[src/rtl/codificador_pkg.sv]
// Shared definitions for the sequential 4-to-2 encoder: line count, default
// lost-counter width and the handshake state type.
package codificador_pkg;
  localparam int N_LINEAS           = 4;
  localparam int ANCHO_PERDIDAS_DEF = 8;

  typedef enum logic {
    INACTIVO    = 1'b0,
    PRESENTANDO = 1'b1
  } estado_t;
endpackage

[src/rtl/codificador_4a2_secuencial_detector_flancos.sv]
// N-bit rising-edge detector: registers the previous line levels and flags
// every line that is high now but was low on the previous edge.
module detector_flancos #(
  parameter int N = 4
) (
  input  logic         clk,
  input  logic         rst_n,
  input  logic [N-1:0] d,
  output logic [N-1:0] flanco
);

  logic [N-1:0] prev_r;

  // Line history; cleared on reset so lines already high count as new events.
  always_ff @(posedge clk) begin
    if (!rst_n) begin
      prev_r <= {N{1'b0}};
    end else begin
      prev_r <= d;
    end
  end

  assign flanco = d & ~prev_r;

endmodule

[src/rtl/codificador_4a2_secuencial.sv]
// Registered 4-to-2 encoder: captures request edges as pending events,
// arbitrates them and presents one code at a time under a valid/ack handshake.
module codificador_4a2_secuencial
  import codificador_pkg::*;
#(
  parameter bit MODO_RR        = 1'b0,
  parameter int ANCHO_PERDIDAS = ANCHO_PERDIDAS_DEF
) (
  input  logic                      clk,
  input  logic                      rst_n,
  input  logic                      en,
  input  logic                      d0,
  input  logic                      d1,
  input  logic                      d2,
  input  logic                      d3,
  input  logic                      ack,
  output logic                      a0,
  output logic                      a1,
  output logic                      valido,
  output logic [N_LINEAS-1:0]       pendientes,
  output logic [ANCHO_PERDIDAS-1:0] perdidas
);

  localparam logic [ANCHO_PERDIDAS-1:0] PERD_MAX = {ANCHO_PERDIDAS{1'b1}};

  // Fixed priority: the highest pending index wins.
  function automatic logic [1:0] arb_fija(input logic [N_LINEAS-1:0] p);
    logic [1:0] g;
    g = 2'd0;
    for (int i = 0; i < N_LINEAS; i++) begin
      if (p[i]) begin
        g = i[1:0];
      end else begin
        g = g;
      end
    end
    return g;
  endfunction

  // Round-robin: first pending index found scanning upward after the last grant.
  function automatic logic [1:0] arb_rr(input logic [N_LINEAS-1:0] p,
                                        input logic [1:0]          ultimo);
    logic [1:0] g;
    logic [1:0] idx;
    logic       hallado;
    g       = 2'd0;
    hallado = 1'b0;
    for (int k = 1; k <= N_LINEAS; k++) begin
      idx = ultimo + k[1:0];
      if (!hallado && p[idx]) begin
        g       = idx;
        hallado = 1'b1;
      end else begin
        g = g;
      end
    end
    return g;
  endfunction

  estado_t                   estado_r, estado_s;
  logic [1:0]                codigo_r, codigo_s;
  logic                      valido_r, valido_s;
  logic [N_LINEAS-1:0]       pend_r, pend_s;
  logic [ANCHO_PERDIDAS-1:0] perd_r, perd_s;
  logic [1:0]                ultimo_r, ultimo_s;
  logic [N_LINEAS-1:0]       flanco_s;
  logic [N_LINEAS-1:0]       borrar_s;
  logic [1:0]                indice_s;
  logic                      hay_s;
  logic                      conceder_s;
  logic                      perdido_s;

  detector_flancos #(.N(N_LINEAS)) u_detector (
    .clk    (clk),
    .rst_n  (rst_n),
    .d      ({d3, d2, d1, d0}),
    .flanco (flanco_s)
  );

  // Next-state, grant and pending/lost-counter logic.
  always_comb begin
    estado_s   = estado_r;
    codigo_s   = codigo_r;
    valido_s   = valido_r;
    conceder_s = 1'b0;
    indice_s   = MODO_RR ? arb_rr(pend_r, ultimo_r) : arb_fija(pend_r);
    hay_s      = en && (pend_r != {N_LINEAS{1'b0}});

    case (estado_r)
      INACTIVO: begin
        if (hay_s) begin
          conceder_s = 1'b1;
          estado_s   = PRESENTANDO;
        end else begin
          estado_s = INACTIVO;
        end
      end
      PRESENTANDO: begin
        if (ack) begin
          if (hay_s) begin
            conceder_s = 1'b1;
          end else begin
            valido_s = 1'b0;
            estado_s = INACTIVO;
          end
        end else begin
          estado_s = PRESENTANDO;
        end
      end
      default: begin
        valido_s = 1'b0;
        estado_s = INACTIVO;
      end
    endcase

    if (conceder_s) begin
      codigo_s = indice_s;
      valido_s = 1'b1;
      borrar_s = 4'b0001 << indice_s;
      ultimo_s = indice_s;
    end else begin
      borrar_s = {N_LINEAS{1'b0}};
      ultimo_s = ultimo_r;
    end

    // An edge on a line that is still pending and not being granted now is lost.
    pend_s    = (pend_r & ~borrar_s) | flanco_s;
    perdido_s = |(flanco_s & pend_r & ~borrar_s);
    if (perdido_s && (perd_r != PERD_MAX)) begin
      perd_s = perd_r + ANCHO_PERDIDAS'(1);
    end else begin
      perd_s = perd_r;
    end
  end

  // State, output and counter registers.
  always_ff @(posedge clk) begin
    if (!rst_n) begin
      estado_r <= INACTIVO;
      codigo_r <= 2'd0;
      valido_r <= 1'b0;
      pend_r   <= {N_LINEAS{1'b0}};
      perd_r   <= {ANCHO_PERDIDAS{1'b0}};
      ultimo_r <= 2'd3;
    end else begin
      estado_r <= estado_s;
      codigo_r <= codigo_s;
      valido_r <= valido_s;
      pend_r   <= pend_s;
      perd_r   <= perd_s;
      ultimo_r <= ultimo_s;
    end
  end

  assign a0         = codigo_r[0];
  assign a1         = codigo_r[1];
  assign valido     = valido_r;
  assign pendientes = pend_r;
  assign perdidas   = perd_r;

endmodule

[config.mk]
export PLATFORM = sky130hd
export DESIGN_NAME = codificador_4a2_secuencial
export DESIGN_NICKNAME = d
export VERILOG_FILES = /design/src/rtl/codificador_pkg.sv /design/src/rtl/codificador_4a2_secuencial_detector_flancos.sv /design/src/rtl/codificador_4a2_secuencial.sv
export SDC_FILE = /design/constraint.sdc
export NUM_CORES = 1
export LEC_CHECK = 0
export BUFFER_PORTS_ARGS = -buffer_cell sky130_fd_sc_hd__buf_2
export CAP_MARGIN = 20
export CORE_MARGIN = 10
export CORE_UTILIZATION = 50
export CTS_CLUSTER_DIAMETER = 200
export DETAILED_ROUTE_END_ITERATION = 7
export GPL_TIMING_DRIVEN = 0
export MAX_ROUTING_LAYER = met4
export PLACE_DENSITY = 0.84
export SETUP_SLACK_MARGIN = 0.4
export SLEW_MARGIN = 25
export SYNTH_ARGS = -nofsm -noshare
export SYNTH_HDL_FRONTEND = slang
export SYNTH_SLANG_ARGS = --single-unit
[constraint.sdc]
create_clock -name clk -period 1.7 [get_ports clk]
set_input_delay 0.255 -clock clk [delete_from_list [all_inputs] [get_ports clk]]
set_output_delay 0.255 -clock clk [all_outputs]
set_load 0.1 [all_outputs]
==> flow_metrics.py <==
metrics = {
    "detailed_routing": {
        "drtIter0Drc": 39,
        "drc": 0,
        "drt-wirelength-per-cell_um": 17.0,
        "ant_nets": 0,
        "drt_first_pass_iters": 5,
        "viasPerCell": 5.51,
        "vias": 893,
        "routed_wl_um": 2760,
    },
    "die": {
        "start_util_pct": 52.6,
        "pin_count": 23,
        "die_h_um": 62.6,
        "die_w_um": 62.6,
        "die-area_um2": 3920,
        "fp.coreArea_um2": 1730,
        "rows": 15,
    },
    "sta": {
        "setup_viol": 5,
        "finalHoldViolCount": 0,
        "final_max_slew_viol_count": 0,
        "worst_slew_margin_rel_pct": 72.7,
        "fin_ws_ns": -0.0369,
        "skew_ns": 0.00274,
        "tightestPinTransition_ns": 0.409,
        "layout_min_cycle_time_ns": 1.74,
        "rsz0062_at_grt": "yes",
        "clock.fmax_mhz": 576,
        "min_period_over_period_pct": 102,
    },
    "worst_setup_path": {
        "rrSetupSlack_ns": -0.04,
        "cp_data_arrival_time_ns": 1.99,
        "crit_path_top_delay_cell": "dfxtp_4",
        "path_delay_family": "compound AO/OA/AOI/OAI gates",
        "crit_chain": "inv_2 -> a311oi_2 -> or3_4 -> o21ai_4 -> buf_6 -> or3_1 -> a21boi_1",
        "cp_data_required_time_ns": 1.95,
        "startpoint_type": "flop",
        "cpPeakStageDelay_ns": 0.41,
        "cp_max_fo": 5,
        "crit_buf_inv": 2,
        "endpoint_kind": "flop",
        "timing.rr.start": "pendientes[3]",
        "startpoint": "pendientes[3]",
        "worst-r2r-cell-count": 7,
        "reg2reg_to": "perdidas[6]",
        "path_class": "flop to flop",
    },
    "run_status": {
        "violations": "setup timing",
        "status": "finished, violations left",
    },
    "logic_synthesis": {
        "syn_nets": 113,
        "yosysSeqAreaShare_pct": 44.1,
        "synth_top_family_by_area": "simple AND/OR/NAND/NOR gates",
        "ys_warn_count": 0,
        "synth_compound_area_share_pct": 22.3,
        "ys_seq_elements": 20,
        "synthMuxAreaShare_pct": 0,
        "yosys.area_share.simple_pct": 25.8,
        "yosys.area_share.adder_pct": 1.38,
        "synth_cells": 104,
        "syn_area_um2": 908,
        "avgSynthCellArea_um2": 8.73,
        "synth-xor-area-share_pct": 1.93,
        "ys_types": 28,
    },
    "pwr": {
        "powerDensity_nw_per_um2": 936,
        "vdd_drop_max_mv": 0.664,
        "power_mw": 1.27,
        "leakage_nw": 0.535,
    },
    "global_routing": {
        "grt_max_degree": 13,
        "grt_usage_pct": 12.6,
        "grt_pass1_wl_um": 3900,
        "grt_pass1_vias": 867,
        "antenna_found_initial": 0,
        "grt-ovfl-total": 0,
    },
    "clock_network": {
        "cts_tree": "done",
        "clock_tree.root_cell": "clkbuf_4",
        "clk_path_buf_depth": 2,
        "htree_levels": 1,
        "ctsHoldBuffers": 0,
        "clk_latency_ns": 0.31,
        "cts_sinks": 20,
        "cts.clk_slew.worst_paths_ns": 0.12,
        "cts_made_buffers": 3,
    },
    "run": {
        "maxCapViolations": 0,
    },
    "worst_hold_path": {
        "min_to": "u_detector.prev_r[3]",
        "hp-class": "primary input to flop",
        "holdPathStages": 2,
        "min_from": "d3",
    },
    "placement": {
        "place_area_um2": 1090,
        "pre_cts_ws_ns": -0.0171,
        "placed_cells": 151,
        "portBuffers": 22,
        "dp_hpwl_um": 1520,
        "place_congestion": 0.797,
    },
    "cells_and_area": {
        "syn2layout_area_growth_pct": 49.0,
        "mostFrequentLayoutCell": "buf_4",
        "multi_input_area_um2": 544,
        "stdcell_count": 162,
        "seqCellArea_um2": 437,
        "drive_gt1_share_pct": 47.4,
        "stdcell_area_um2": 1350,
        "diodes": 0,
        "layout_common_cells": "buf_4 (14), nand2_1 (9), and2_1 (8), dfxtp_2 (8)",
        "nFillCells": 123,
        "nNetsFinal": 147,
        "finish.utilization_pct": 78.4,
    },
}
repair_timing:
action,in CTS,in global routing
setup buffers,5,1
gates cloned,1,0
endpoints found under the setup margin,23,15
resized for setup,21,27
pin swaps,8,11
worst max-delay path by stage:
stage	endpoint	slack [ns]	cells after the start
final	perdidas[6]	-0.04	7
after global routing	perdidas[6]	-0.12	7
after global placement	perdidas[6]	-0.02	8
after CTS	perdidas[4]	0.06	7
after detailed placement	perdidas[6]	-0.02	8
after floorplan	perdidas[0]	-0.01	7
sequential cells by signal (all words and copies together) (netlist names):
register / count
perdidas: 8
estado_r: 1
pendientes: 4
valido: 1
u_detector.prev_r: 4
codigo_r: 2
through the flow:
stage / hold WS [ns] / setup TNS, ns
finish: 0.171 / -0.124
global route: 0.149 / -0.444
CTS: 0.161 / 0
detailed placement: 0.459 / -0.0171
global placement: 0.445 / -0.0176
floorplan: 0.377 / -0.0142
where the power goes:
group / internal, mW / switching, mW / total, mW
registers: 0.491 / 0.0292 / 0.521
logic: 0.119 / 0.232 / 0.351
clock network: 0.238 / 0.157 / 0.395
total: 0.849 / 0.418 / 1.27
synthesized netlist by cell type, drive strengths merged:
cell / number / area share [%]
ha: 1 / 1.4
or4: 1 / 0.83
nand2b: 3 / 3.7
a31oi: 1 / 0.69
o2111a: 1 / 1.2
a21oi: 4 / 2.2
inv: 6 / 2.5
o2111ai: 1 / 0.96
xnor2: 2 / 1.9
nor2: 5 / 2.3
o31ai: 1 / 0.83
dfxtp: 20 / 44
nand3: 6 / 3.3
clkbuf: 2 / 0.83
nand3b: 1 / 0.83
a21boi: 9 / 7.4
nor2b: 2 / 1.4
and2: 8 / 5.5
nand2: 9 / 3.7
buf: 1 / 1.2
a311oi: 2 / 1.9
nand4: 1 / 0.69
o21ai: 12 / 7.0
or3: 5 / 3.4
per-layer routing:
metal | wire length [um] | part of all wire, % | vias up | GRT usage (%)
met4 | 116 | 4.2 | 0 | 9.50
met2 | 1390 | 50 | 31 | 20.1
met3 | 148 | 5.4 | 10 | 3.58
met5 | 0 | 0 | - | -
met1 | 1110 | 40 | 420 | 12.9
li1 | - | - | 432 | -
cell type report:
class | count | share of cell area [%]
multi-input combinational | 75 | 40.2
sequential | 20 | 32.3
timing repair buffer | 29 | 18.3
tap | 25 | 2.31
clock inverter | 1 | 2.22
clock buffer | 3 | 1.66
inverter | 6 | 1.66
buffer | 3 | 1.39
logic make-up (layout without fill, tap and decap cells):
family / Yosys count / after routing
buf+inv: 9 / 42
fa+ha+maj: 1 / 1
compound gates: 31 / 31
simple gates: 41 / 41
flops: 20 / 20
xor+xnor: 2 / 2
No activity file was read; power rests on OpenSTA's default activity.
